===== src/rtl/mux_seq_pkg.sv =====
// Shared definitions for the mux select sequencer: FSM state codes,
// channel/counter widths and a one-hot helper.
package mux_seq_pkg;

  localparam int NUM_CH   = 4;
  localparam int CH_W     = 2;
  localparam int STAT_W   = 8;
  localparam int SETTLE_W = 4;

  // FSM state encoding (IDLE, SETTLE, VALID)
  localparam logic [1:0] IDLE   = 2'd0;
  localparam logic [1:0] SETTLE = 2'd1;
  localparam logic [1:0] VALID  = 2'd2;

  // One-hot grant vector for a channel number
  function automatic logic [NUM_CH-1:0] ch_onehot(input logic [CH_W-1:0] c);
    return NUM_CH'(1) << c;
  endfunction

endpackage


===== src/rtl/mux_sel_sequencer_rr_pick4.sv =====
// rr_pick4: combinational round-robin picker over four requests.
// Returns the first requesting channel at or after ptr (ptr, ptr+1, ... mod 4).
module rr_pick4
  import mux_seq_pkg::*;
(
  input  logic [NUM_CH-1:0] req,
  input  logic [CH_W-1:0]   ptr,
  output logic              any,
  output logic [CH_W-1:0]   pick
);

  logic [CH_W-1:0] idx;
  logic            found;

  // Walk the four channels starting at ptr and keep the first requester
  always_comb begin
    any   = |req;
    pick  = ptr;
    idx   = '0;
    found = 1'b0;
    for (int i = 0; i < NUM_CH; i++) begin
      idx = ptr + CH_W'(i);
      if (!found && req[idx]) begin
        pick  = idx;
        found = 1'b1;
      end
    end
  end

endmodule


===== src/rtl/mux_sel_sequencer.sv =====
// mux_sel_sequencer: round-robin select sequencer for a 4:1 mux.
// Arbitrates four requests, drives the mux selects, waits SETTLE_CYCLES
// (legal 1..15) and then presents the sampled Y with its channel on a
// valid/ready port. Optional per-channel accepted-sample counters are
// built when MUXSEQ_STATS_EN is defined.
module mux_sel_sequencer
  import mux_seq_pkg::*;
#(
  parameter int unsigned SETTLE_CYCLES = 1
) (
  input  logic              clk,
  input  logic              rst_n,
  input  logic [NUM_CH-1:0] req,
  input  logic              Y,
  input  logic              out_ready,
`ifdef MUXSEQ_STATS_EN
  input  logic              stat_clr,
  output logic [31:0]       stat_count,
`endif
  output logic              S1,
  output logic              S2,
  output logic [NUM_CH-1:0] grant,
  output logic              out_valid,
  output logic [CH_W-1:0]   out_chan,
  output logic              out_bit
);

  localparam logic [SETTLE_W-1:0] SETTLE_LOAD = SETTLE_W'(SETTLE_CYCLES - 1);

  logic [1:0]          state;
  logic [CH_W-1:0]     chan;
  logic [CH_W-1:0]     ptr;
  logic [SETTLE_W-1:0] settle_cnt;
  logic                pick_any;
  logic [CH_W-1:0]     pick_ch;
  logic                handshake;

  rr_pick4 u_pick (
    .req  (req),
    .ptr  (ptr),
    .any  (pick_any),
    .pick (pick_ch)
  );

  // Selects come straight from the latched channel, so they only move on IDLE->SETTLE
  assign S1        = chan[1];
  assign S2        = chan[0];
  assign out_valid = (state == VALID);
  assign handshake = out_valid & out_ready;

  // Main sequencer FSM: pick in IDLE, count down in SETTLE, hold in VALID until accepted
  always_ff @(posedge clk or negedge rst_n) begin
    if (!rst_n) begin
      state      <= IDLE;
      chan       <= '0;
      ptr        <= '0;
      settle_cnt <= '0;
      grant      <= '0;
      out_chan   <= '0;
      out_bit    <= 1'b0;
    end else begin
      case (state)
        IDLE: begin
          if (pick_any) begin
            chan       <= pick_ch;
            grant      <= ch_onehot(pick_ch);
            settle_cnt <= SETTLE_LOAD;
            state      <= SETTLE;
          end
        end
        SETTLE: begin
          if (settle_cnt != '0) begin
            settle_cnt <= settle_cnt - SETTLE_W'(1);
          end else begin
            out_bit  <= Y;
            out_chan <= chan;
            state    <= VALID;
          end
        end
        VALID: begin
          if (out_ready) begin
            ptr   <= chan + CH_W'(1);
            grant <= '0;
            state <= IDLE;
          end
        end
        default: begin
          state <= IDLE;
          grant <= '0;
        end
      endcase
    end
  end

`ifdef MUXSEQ_STATS_EN
  logic [STAT_W-1:0] cnt [NUM_CH];

  // Saturating per-channel accepted-sample counters; a clear beats a same-cycle increment
  always_ff @(posedge clk or negedge rst_n) begin
    if (!rst_n) begin
      for (int i = 0; i < NUM_CH; i++) cnt[i] <= '0;
    end else if (stat_clr) begin
      for (int i = 0; i < NUM_CH; i++) cnt[i] <= '0;
    end else if (handshake && (cnt[out_chan] != {STAT_W{1'b1}})) begin
      cnt[out_chan] <= cnt[out_chan] + STAT_W'(1);
    end
  end

  assign stat_count = {cnt[3], cnt[2], cnt[1], cnt[0]};
`endif

endmodule

===== config.mk =====
export PLATFORM = sky130hd
export DESIGN_NAME = mux_sel_sequencer
export DESIGN_NICKNAME = d
export VERILOG_FILES = /design/src/rtl/mux_seq_pkg.sv /design/src/rtl/mux_sel_sequencer_rr_pick4.sv /design/src/rtl/mux_sel_sequencer.sv
export SDC_FILE = /design/constraint.sdc
export NUM_CORES = 1
export LEC_CHECK = 0
export BUFFER_PORTS_ARGS = -buffer_cell sky130_fd_sc_hd__buf_2
export CAP_MARGIN = 20
export CORE_MARGIN = 1.5
export CORE_UTILIZATION = 45
export DETAILED_ROUTE_END_ITERATION = 8
export PLACE_DENSITY = 0.72
export SYNTH_ARGS = -nofsm -noshare
export SYNTH_HDL_FRONTEND = slang
export SYNTH_HIERARCHICAL = 1
export SYNTH_SLANG_ARGS = --single-unit
export TNS_END_PERCENT = 100

===== constraint.sdc =====
create_clock -name clk -period 2.3 [get_ports clk]
set_input_delay 0 -clock clk [delete_from_list [all_inputs] [get_ports clk]]
set_output_delay 0 -clock clk [all_outputs]
set_load 0.005 [all_outputs]

==> key figures, run 1 <==
Critical path
  • Worst Setup Start Kind: flip-flop
  • Critical Path RT: 2470 ps
  • CP max stage delay: 430 ps
  • Critical Path AT: 2000 ps
  • Setup CP Type: reg2reg
  • CP endpoint kind: flip-flop
  • Crit path max-delay cell type: dfrtp_1
  • Largest fanout on the critical path: 6
  • Worst path cell trace: inv_1 > ha_1 > nor3b_1 > nand3b_1 > mux2_2

Logic synthesis
  • Simple-Gate Fraction of Synth Area: 23.0%
  • Compound-cell area share of the yosys netlist: 11.0%
  • Sequential element share of the synthesized area: 47.9%
  • Mux cell area share after synthesis: 11.4%
  • Post-synthesis async set-or-reset flop share: 100%
  • Synthesized cell area: 888 um2
  • Synth area leader: dfrtp_1
  • XOR/XNOR Fraction of Synth Area: 0.986%
  • Ys Warns: 6
  • Top post-synthesis cells by area: dfrtp_1 (48%), mux2_2 (11%), nand2_1 (4.6%)
  • Unique cell type count in the Yosys netlist: 29
  • Number of synthesized flops with an enable pin: 0
  • Syn Nets: 94
  • Synth Area in Adders: 2.82%
  • Avg Inst Size Synth: 10.6 um2
  • Largest family of logic cells by synthesized area: simple AND/OR/NAND/NOR gates
  • Post-synth top area share: 47.9%
  • Synthesized flop and latch total: 17
  • Syn Inst Count: 84
  • Predominant post-synthesis flop cell: dfrtp_1

Run
  • Max-Cap Viols: 0

Global route
  • GRT Overall Usage: 16.7%
  • Initial antenna violation count: 0
  • Global-route wire length before repair: 2620 um
  • Total congestion overflow: 0
  • Vias in the first global route: 612
  • Pin count of the biggest net entering global routing: 18

Cells and area
  • Synth-to-layout area growth: 18.6%
  • Final net count: 117
  • Commonest cells after routing, fill and taps aside: dfrtp_1 (17), buf_2 (17), nand2_1 (11), mux2_2 (9)
  • Non-filler instance count after layout: 131
  • Storage cell area: 425 um2
  • Filler Cells Inserted: 159
  • Antenna cell count: 0
  • Finished layout cell area: 1050 um2
  • Final Util: 59.1%
  • Layout cells sized above 1: 30.2%
  • Multi-input gate area: 437 um2

STA
  • Hold_ws: 175 ps
  • Unrepaired setup endpoints after global routing: false
  • Fmax: 0.545 GHz
  • Worst Slack Setup Final: 466 ps
  • Part of the cycle the worst path needs: 79.7%
  • Slew at the pin closest to its max-slew limit: 479 ps
  • Worst slew margin: 68.0%
  • Worst Skew: 2.22 ps
  • Fin Setup TNS: 0 ps
  • Crit path time final: 1830 ps
  • # setup viols final: 0
  • Fin. max-slew vios: 0
  • Hold Vio Cnt, Final: 0

Power and ir drop
  • Leak pwr: 0.502 nW
  • Clk network pwr share: 11.9%
  • Maximum VDD drop: 0.000602 V
  • PD cells: 1230 nW/um2
  • Flop pwr share: 45.0%
  • Overall Power: 1.29 mW
  • Sw Pwr: 487 uW
  • Switching Fraction: 37.7%
  • Gate power share: 43.0%
  • Int Pwr: 805 uW

Clock network
  • Clk slew on worst S/H paths: 100 ps
  • Root buffer cell: clkbuf_4
  • Cts hold-fix bufs: 3
  • Post-CTS Setup Bufs: 0
  • Clk buf depth: 2
  • Clock Latency Late Sink: 270 ps
  • CTS tree: done
  • Clock sinks: 17
  • CTS resizes: 0
  • H-tree depth: 1
  • CTS Buf Count: 3

Hold path
  • Hold WC Path Type: in2async

Routing
  • DRC: 0
  • Via-per-instance ratio: 5.35
  • DRT iter0 DRCs: 4
  • Wirelength per Cell: 12.6 um
  • DR vias: 701
  • ANT nets after route: 0
  • Post-Route WL: 1650 um
  • Initial DRT Pass Iterations: 4

Placement
  • Post-DP Area: 997 um2
  • IO Port Bufs: 17
  • DP Wirelength: 1200 um
  • GP Congestion: 0.766
  • Placed insts: 124
  • Place WS: 511 ps

Floorplanning
  • Die area: 2250 um2
  • Die Span X: 47.4 um
  • Core ar.: 1780 um2
  • Row count: 15
  • Starting density of the core: 49.8%
  • Die Height: 47.4 um
  • I/O pin cnt: 18

Run status
  • Run status: finished, final reports clean
==> metal layers <==
metal,track usage [%],share of wire [%]
met2,28.4,47
met4,6.67,1.3
met3,2.26,4.6
met5,0,0
met1,21.5,47
==> layout make-up <==
type,instances,area share (%)
clock buffers,4,2.49
well taps,25,2.97
inverters,5,1.78
flip-flops and latches,17,40.4
multi-input cells,60,41.4
repair buffers,20,10.9
==> worst paths after layout <==
kind	from	to	slack [ps]	cells past startpoint
worst max-delay path	settle_cnt[0]	out_chan[0]	470	5
worst max register to register	settle_cnt[0]	out_chan[0]	470	5
worst min register to register	out_bit	out_bit	510	1
max in group asynchronous	rst_n	chan[1]	1860	2
worst min-delay path	rst_n	grant[1]	170	2
min in group clk	req[1]	state[0]	270	5
==> worst max-delay path: cells and delay by family (launching register included) <==
family,cells,cell delay (ps)
fa+ha+maj,1,160
mux,1,340
simple gates,2,700
buf+inv,1,100
flops,1,430
==> cell families after synthesis <==
logic type | after synthesis
and+or+nand+nor | 34
DFF | 17
AOI/OAI and AO/OA | 14
muxes | 9
buffers and inverters | 7
adders and majority gates | 2
xor gates and xnor gates | 1
==> power groups by stage <==
stage / Sequential [mW] / Clock [mW] / Combinational, mW
4_1_cts: 0.579 / 0.155 / 0.561
5_1_grt: 0.608 / 0.169 / 0.617
2_1_floorplan: 0.541 / 0 / 0.419
6_report: 0.582 / 0.154 / 0.556
3_3_place_gp: 0.581 / 0 / 0.538
3_5_place_dp: 0.586 / 0 / 0.553
==> synthesized netlist by cell type (2+ instances only) <==
master / instances
o311ai_0: 2
inv_1: 5
nor2_1: 2
nand3_1: 2
nand2b_1: 2
o21ai_0: 5
nand3b_1: 5
nor4b_1: 2
a21oi_1: 2
ha_1: 2
dfrtp_1: 17
nand2_1: 11
clkbuf_1: 2
o211ai_1: 2
mux2_2: 9
==> state kept, by name, indices dropped and copies added (netlist names) <==
signal,cells
settle_cnt,4
grant,4
state,2
ptr,2
out_bit,1
out_chan,2
chan,2
Note: power is estimated with default switching activity, not from simulation.
==> run 2, diff against run 1 <==
==> constraint.sdc (replaced) <==
create_clock -name clk -period 1.9 [get_ports clk]
set_input_delay 0 -clock clk [delete_from_list [all_inputs] [get_ports clk]]
set_output_delay 0 -clock clk [all_outputs]
set_load 0.005 [all_outputs]
==> key figures, run 2 (synthesized netlist as in run 1, its figures left out) <==
Run status
  • Run status: finished, final reports clean

Routing
  • Via-per-instance ratio: 5.33 (-0.43%)
  • DRT iter0 DRCs: 9 (+5)
  • Post-Route WL: 1760 um (+6.9%)
  • ANT nets after route: 0 (unchanged)
  • Initial DRT Pass Iterations: 4 (unchanged)
  • DR vias: 714 (+1.9%)
  • Wirelength per Cell: 13.1 um (+4.5%)
  • DRC: 0 (unchanged)

Global route
  • GRT Overall Usage: 19.0% (+2.3 points)
  • Pin count of the biggest net entering global routing: 18 (unchanged)
  • Global-route wire length before repair: 2790 um (+6.8%)
  • Met1 Usage GRT: 22.6% (+1.1 points)
  • Initial antenna violation count: 0 (unchanged)
  • Global route hottest layer: met2
  • Met2 Usage GRT: 30.3% (+1.9 points)
  • Total congestion overflow: 0 (unchanged)
  • Met3 Use GR: 5.66% (+3.4 points)
  • Vias in the first global route: 643 (+5.1%)

Critical path
  • Largest fanout on the critical path: 6 (unchanged)
  • Reg2Reg Capture Point: settle_cnt[1]
  • CP endpoint kind: flip-flop
  • FF-to-FF setup slack: 160 ps (-310 ps)
  • Worst r2r src: settle_cnt[0]
  • Critical Path AT: 1930 ps (-70 ps)
  • Worst Setup Start Kind: flip-flop
  • Setup CP Type: reg2reg
  • Worst r2r path cells: 6 (+1)
  • Critical Path RT: 2080 ps (-390 ps)

Clock network
  • Clock Latency Late Sink: 300 ps (+30 ps)
  • Clock sinks: 17 (unchanged)
  • CTS tree: done
  • CTS Buf Count: 3 (unchanged)
  • Post-CTS Setup Bufs: 0 (unchanged)
  • H-tree depth: 1 (unchanged)
  • Clk buf depth: 2 (unchanged)
  • Root buffer cell: clkbuf_4
  • Clk slew on worst S/H paths: 100 ps (about the same)

STA
  • # setup viols final: 0 (unchanged)
  • Unrepaired setup endpoints after global routing: false
  • Fin. max-slew vios: 0 (unchanged)
  • Worst Skew: 0.646 ps (-1.58 ps)
  • Fin Setup TNS: 0 ps (unchanged)
  • Part of the cycle the worst path needs: 91.8% (+12 points)
  • Fmax: 0.573 GHz (+5.2%)
  • Hold Vio Cnt, Final: 0 (unchanged)
  • Crit path time final: 1740 ps (-90.2 ps)
  • Slew at the pin closest to its max-slew limit: 386 ps (-92.9 ps)
  • Worst Slack Setup Final: 156 ps (-310 ps)
  • Worst slew margin: 74.2% (+6.3 points)

Power and ir drop
  • Leak pwr: 0.517 nW (+3.0%)
  • PD cells: 1520 nW/um2 (+24%)
  • Clk network pwr share: 12.4% (+0.5 points)
  • Switching Fraction: 37.8% (+0.072 points)
  • Flop pwr share: 40.2% (-4.8 points)
  • Gate power share: 47.4% (+4.4 points)
  • Sw Pwr: 616 uW (+26%)
  • Int Pwr: 1.01 mW (+26%)
  • Maximum VDD drop: 0.000783 V (+30%)

Placement
  • Post-DP Area: 1020 um2 (+2.3%)
  • IO Port Bufs: 17 (unchanged)
  • DP Wirelength: 1310 um (+9.8%)
  • Place WS: 165 ps (-347 ps)
  • GP Congestion: 0.723 (-5.6%)

Cells and area
  • Top flop regs: grant (4), settle_cnt (4)
  • Commonest cells after routing, fill and taps aside: dfrtp_1 (17), buf_2 (17), nand2_1 (11), mux2_2 (9)
  • Filler Cells Inserted: 154 (-3.1%)
  • Synth-to-layout area growth: 21.1%
  • Layout cells sized above 1: 32.1% (+1.9 points)
  • Final Util: 60.4% (+1.3 points)
  • Finished layout cell area: 1080 um2 (+2.1%)
  • Final net count: 120 (+2.6%)
  • Antenna cell count: 0 (unchanged)

Run
  • Max-Cap Viols: 0 (unchanged)

Hold path
  • Hold WC Path Type: in2async

Floorplanning
  • I/O pin cnt: 18 (unchanged)
  • Row count: 15 (unchanged)
  • Core ar.: 1780 um2 (unchanged)
  • Die Height: 47.4 um (unchanged)
  • Die Span X: 47.4 um (unchanged)
  • Die area: 2250 um2 (unchanged)
  • Starting density of the core: 49.8% (unchanged)
[run 2: cell count changes in the layout (fill, tap and decap cells not counted)]
cell   change
buf_4      +3
[run 2: worst max-delay path: stages, from the launching register on]
cell and delay (ps):
dfrtp_1 440, inv_1 90, ha_1 210, nor3b_1 150
buf_4 150, or2_2 280, o311ai_0 310
[run 2: through the flow]
step           total power, mW  hold WS (ps)  std cells
2_1_floorplan             1.16          -296         84
4_1_cts                   1.64           150        134
3_5_place_dp              1.44         -56.5        127
3_3_place_gp              1.40         -61.2        127
6_report                  1.63           135        134
5_1_grt                   1.75           186        134
[run 2: power by group through the flow]
stage	Combinational (mW)	Clock [mW]	Sequential, mW
detailed placement	0.769	0	0.666
global placement	0.748	0	0.655
floorplan	0.507	0	0.655
finish	0.773	0.202	0.656
global route	0.846	0.214	0.690
CTS	0.775	0.204	0.659
[run 2: final cells by class]
class	instances	area [um2]	share of cell area, %
clock buffer	4	26.3	2.44
multi-input combinational	60	437	40.6
timing repair buffer	23	138	12.8
inverter	5	18.8	1.74
sequential	17	425	39.5
tap	25	31.3	2.91
[run 2: metal layers]
| metal | wire length, um | up-vias | part of all wire, % |
|---|---|---|---|
| met2 | 813 | 15 | 46 |
| li1 | - | 356 | - |
| met4 | 53 | 0 | 3.0 |
| met5 | 0 | - | 0 |
| met3 | 70 | 5 | 4.0 |
| met1 | 824 | 338 | 47 |
[run 2: repair_timing]
action / in CTS / in global routing
resized for setup: 0 / 0
endpoints found under the setup margin: 0 / 0
endpoints found under the hold margin: 19 / 0
hold buffers: 3 / 0
[run 2: worst max-delay path by stage]
stage | depth (start not counted) | start | endpoint | slack [ps]
2_1_floorplan | 5 | settle_cnt[0] | out_bit | 300
3_3_place_gp | 6 | settle_cnt[0] | settle_cnt[1] | 280
3_5_place_dp | 6 | settle_cnt[0] | settle_cnt[1] | 160
4_1_cts | 6 | settle_cnt[0] | settle_cnt[1] | 140
5_1_grt | 6 | settle_cnt[0] | settle_cnt[1] | 70
6_report | 6 | settle_cnt[0] | settle_cnt[1] | 160
==> run 3, diff against run 2 <==
--- a/config.mk
+++ b/config.mk
@@ -5,12 +5,13 @@
 export SDC_FILE = /design/constraint.sdc
 export NUM_CORES = 1
 export LEC_CHECK = 0
+export ABC_AREA = 1
 export BUFFER_PORTS_ARGS = -buffer_cell sky130_fd_sc_hd__buf_2
 export CAP_MARGIN = 20
 export CORE_MARGIN = 1.5
 export CORE_UTILIZATION = 45
 export DETAILED_ROUTE_END_ITERATION = 8
-export PLACE_DENSITY = 0.72
+export PLACE_DENSITY = 0.71
 export SYNTH_ARGS = -nofsm -noshare
 export SYNTH_HDL_FRONTEND = slang
 export SYNTH_HIERARCHICAL = 1
==> key figures, run 3 <==
Clock network
  • CTS tree: done
  • CTS Buf Count: 3 (unchanged)
  • Clk buf depth: 2 (unchanged)
  • Clk slew on worst S/H paths: 90 ps (about the same)
  • Clock Latency Late Sink: 290 ps (about the same)
  • Clock sinks: 17 (unchanged)
  • H-tree depth: 1 (unchanged)
  • Root buffer cell: clkbuf_4

Logic synthesis
  • Synthesized flop and latch total: 17 (unchanged)
  • Syn Nets: 178 (+89%)
  • Top post-synthesis cells by area: dfrtp_1 (38%), nand2_1 (25%), nand3_1 (7.2%)
  • Syn Inst Count: 168 (+100%)
  • Count leader, synth: nand2_1
  • Ys Warns: 6 (unchanged)
  • Sequential element share of the synthesized area: 38.1% (-9.8 points)
  • Predominant post-synthesis flop cell: dfrtp_1
  • Avg Inst Size Synth: 6.64 um2 (-37%)
  • Post-synthesis async set-or-reset flop share: 100% (unchanged)
  • Post-synth top cells: nand2_1 (75), dfrtp_1 (17), inv_1 (16), nand3_1 (16), nand2_2 (9)
  • Post-synth top area share: 38.1% (-9.8 points)
  • Synthesized cell area: 1120 um2 (+26%)
  • Number of synthesized flops with an enable pin: 0 (unchanged)
  • Synth area leader: dfrtp_1
  • Unique cell type count in the Yosys netlist: 19 (-34%)

Critical path
  • Setup CP Type: reg2reg
  • CP dominant cell by count: nand2_1
  • Worst Setup Start Kind: flip-flop
  • Worst path cell trace: buf_4 > nand2_1 > nand2_4 > o21ai_2 > nand4_2 > nand3_1 > nand2_1 > inv_2 > nand2_1 > nor2_1 > nand3_1 > nand2_1
  • Critical Path RT: 2130 ps (+50 ps)
  • FF-to-FF setup slack: 190 ps (+40 ps)
  • Worst r2r path cells: 12 (+6)
  • Reg2Reg Capture Point: grant[1]
  • CP bufs+invs: 2 (unchanged)
  • Worst r2r src: ptr[0]
  • Crit path max-delay cell type: dfrtp_2
  • Critical Path AT: 1940 ps (about the same)
  • Largest fanout on the critical path: 6 (unchanged)
  • CP endpoint kind: flip-flop
  • CP max stage delay: 470 ps (+30 ps)
  • Worst path top cell family by delay: simple AND/OR/NAND/NOR gates

STA
  • # setup viols final: 0 (unchanged)
  • Slew at the pin closest to its max-slew limit: 361 ps (-25.1 ps)
  • Worst Skew: 5.58 ps (+4.93 ps)
  • Hold Vio Cnt, Final: 0 (unchanged)
  • Unrepaired setup endpoints after global routing: false
  • Fmax: 0.585 GHz (+2.1%)
  • Part of the cycle the worst path needs: 89.9% (-1.9 points)
  • Fin Setup TNS: 0 ps (unchanged)
  • Worst slew margin: 75.9% (+1.7 points)
  • Fin. max-slew vios: 0 (unchanged)
  • Hold_ws: 42.8 ps (-92.1 ps)
  • Crit path time final: 1710 ps (-35.2 ps)

Global route
  • Global-route wire length before repair: 3840 um (+37%)
  • Vias in the first global route: 951 (+48%)
  • Total congestion overflow: 0 (unchanged)
  • Pin count of the biggest net entering global routing: 18 (unchanged)
  • Initial antenna violation count: 0 (unchanged)
  • GRT Overall Usage: 18.6% (-0.40 points)

Cells and area
  • Layout cells sized above 1: 24.0% (-8.2 points)
  • Antenna cell count: 0 (unchanged)
  • Final net count: 203 (+69%)
  • Commonest non-fill, non-tap cell in the layout: nand2_1
  • Commonest cells after routing, fill and taps aside: nand2_1 (74), buf_2 (17), nand3_1 (16), inv_1 (15), dfrtp_1 (15)
  • Top flop regs: grant (4), settle_cnt (4)
  • Synth-to-layout area growth: 16.0%

Floorplanning
  • Die Height: 52.8 um (+11%)
  • I/O pin cnt: 18 (unchanged)
  • Starting density of the core: 49.0% (-0.79 points)
  • Core ar.: 2280 um2 (+28%)
  • Die Span X: 52.8 um (+11%)
  • Row count: 17 (+2)
  • Die area: 2790 um2 (+24%)

Hold path
  • Worst Hold Launch: out_ready
  • Worst Hold End: ptr[1]
  • Hold WC Path Type: in2reg
  • Hold Crit Depth: 3

Run status
  • Run status: finished, final reports clean

Placement
  • DP Wirelength: 1700 um (+29%)
  • IO Port Bufs: 17 (unchanged)
  • GP Congestion: 0.849 (+17%)

Power and ir drop
  • Maximum VDD drop: 0.000893 V (+14%)
  • Leak pwr: 0.764 nW (+48%)
  • PD cells: 1670 nW/um2 (+10%)

Routing
  • Wirelength per Cell: 9.99 um (-24%)
  • DRC: 0 (unchanged)
  • DRT iter0 DRCs: 29 (+20)
  • ANT nets after route: 0 (unchanged)
  • DR vias: 1078 (+51%)
  • Post-Route WL: 2200 um (+25%)
  • Via-per-instance ratio: 4.90 (-8.0%)
  • Initial DRT Pass Iterations: 4 (unchanged)

Run
  • Max-Cap Viols: 0 (unchanged)
==> run 3: repair_timing <==
action                     in CTS  in global routing
hold endpoints to repair       18                  0
buffers inserted                0                  2
gates resized for setup         0                  7
hold buffers                    2                  0
setup endpoints to repair       0                  5
==> run 3: metal layers <==
layer,global-route usage [%],up-vias,share of wire [%]
li1,-,569,-
met2,29.8,22,45
met4,2.56,0,0.23
met1,25.1,485,49
met5,0,-,0
met3,6.00,2,4.8
==> run 3: worst max path at each step <==
stage / startpoint / cells after the start / to
2_1_floorplan: ptr[0] / 16 / grant[1]
3_3_place_gp: ptr[0] / 14 / grant[1]
3_5_place_dp: ptr[0] / 12 / grant[1]
4_1_cts: ptr[0] / 12 / grant[1]
5_1_grt: ptr[0] / 15 / grant[1]
6_report: ptr[0] / 12 / grant[1]
==> run 3: report_power, final <==
group          internal (mW)  leakage [nW]  switching [mW]
combinational          0.482         0.532           0.840
clock                 0.0816        0.0150           0.105
sequential             0.513         0.217           0.145
==> run 3: layout make-up <==
| cell class | instances | area, um2 |
|---|---|---|
| flip-flops and latches | 17 | 428 |
| clock buffers | 4 | 26.3 |
| multi-input cells | 128 | 598 |
| repair buffers | 21 | 120 |
| inverters | 22 | 87.6 |
| well taps | 28 | 35.0 |
| fillers | 214 | 981 |
==> run 3: per-stage QoR <==
stage	utilization, %	setup slack (ps)	cell area, um2	std cells	power, mW
floorplan	-	360	1120	168	1.65
global placement	53.8	113	1220	212	1.88
detailed placement	53.8	66.5	1220	212	1.92
CTS	55.9	45.3	1270	218	2.12
global route	56.9	7.98	1290	220	2.44
finish	56.9	191	1290	220	2.17
==> run 3: tightest hold or removal path, delay by kind of cell <==
family	cells	cell delay [ps]
and+or+nand+nor	1	110
buffers and inverters	1	100
AOI/OAI and AO/OA	1	80
==> run 3: kinds of logic after synthesis <==
kind of cell | Yosys count | share of synthesized area [%]
AOI/OAI and AO/OA | 10 | 4.48
xor gates and xnor gates | 2 | 1.57
adders and majority gates | 2 | 2.24
buffers and inverters | 23 | 8.86
DFF | 17 | 38.1
and+or+nand+nor | 114 | 44.7
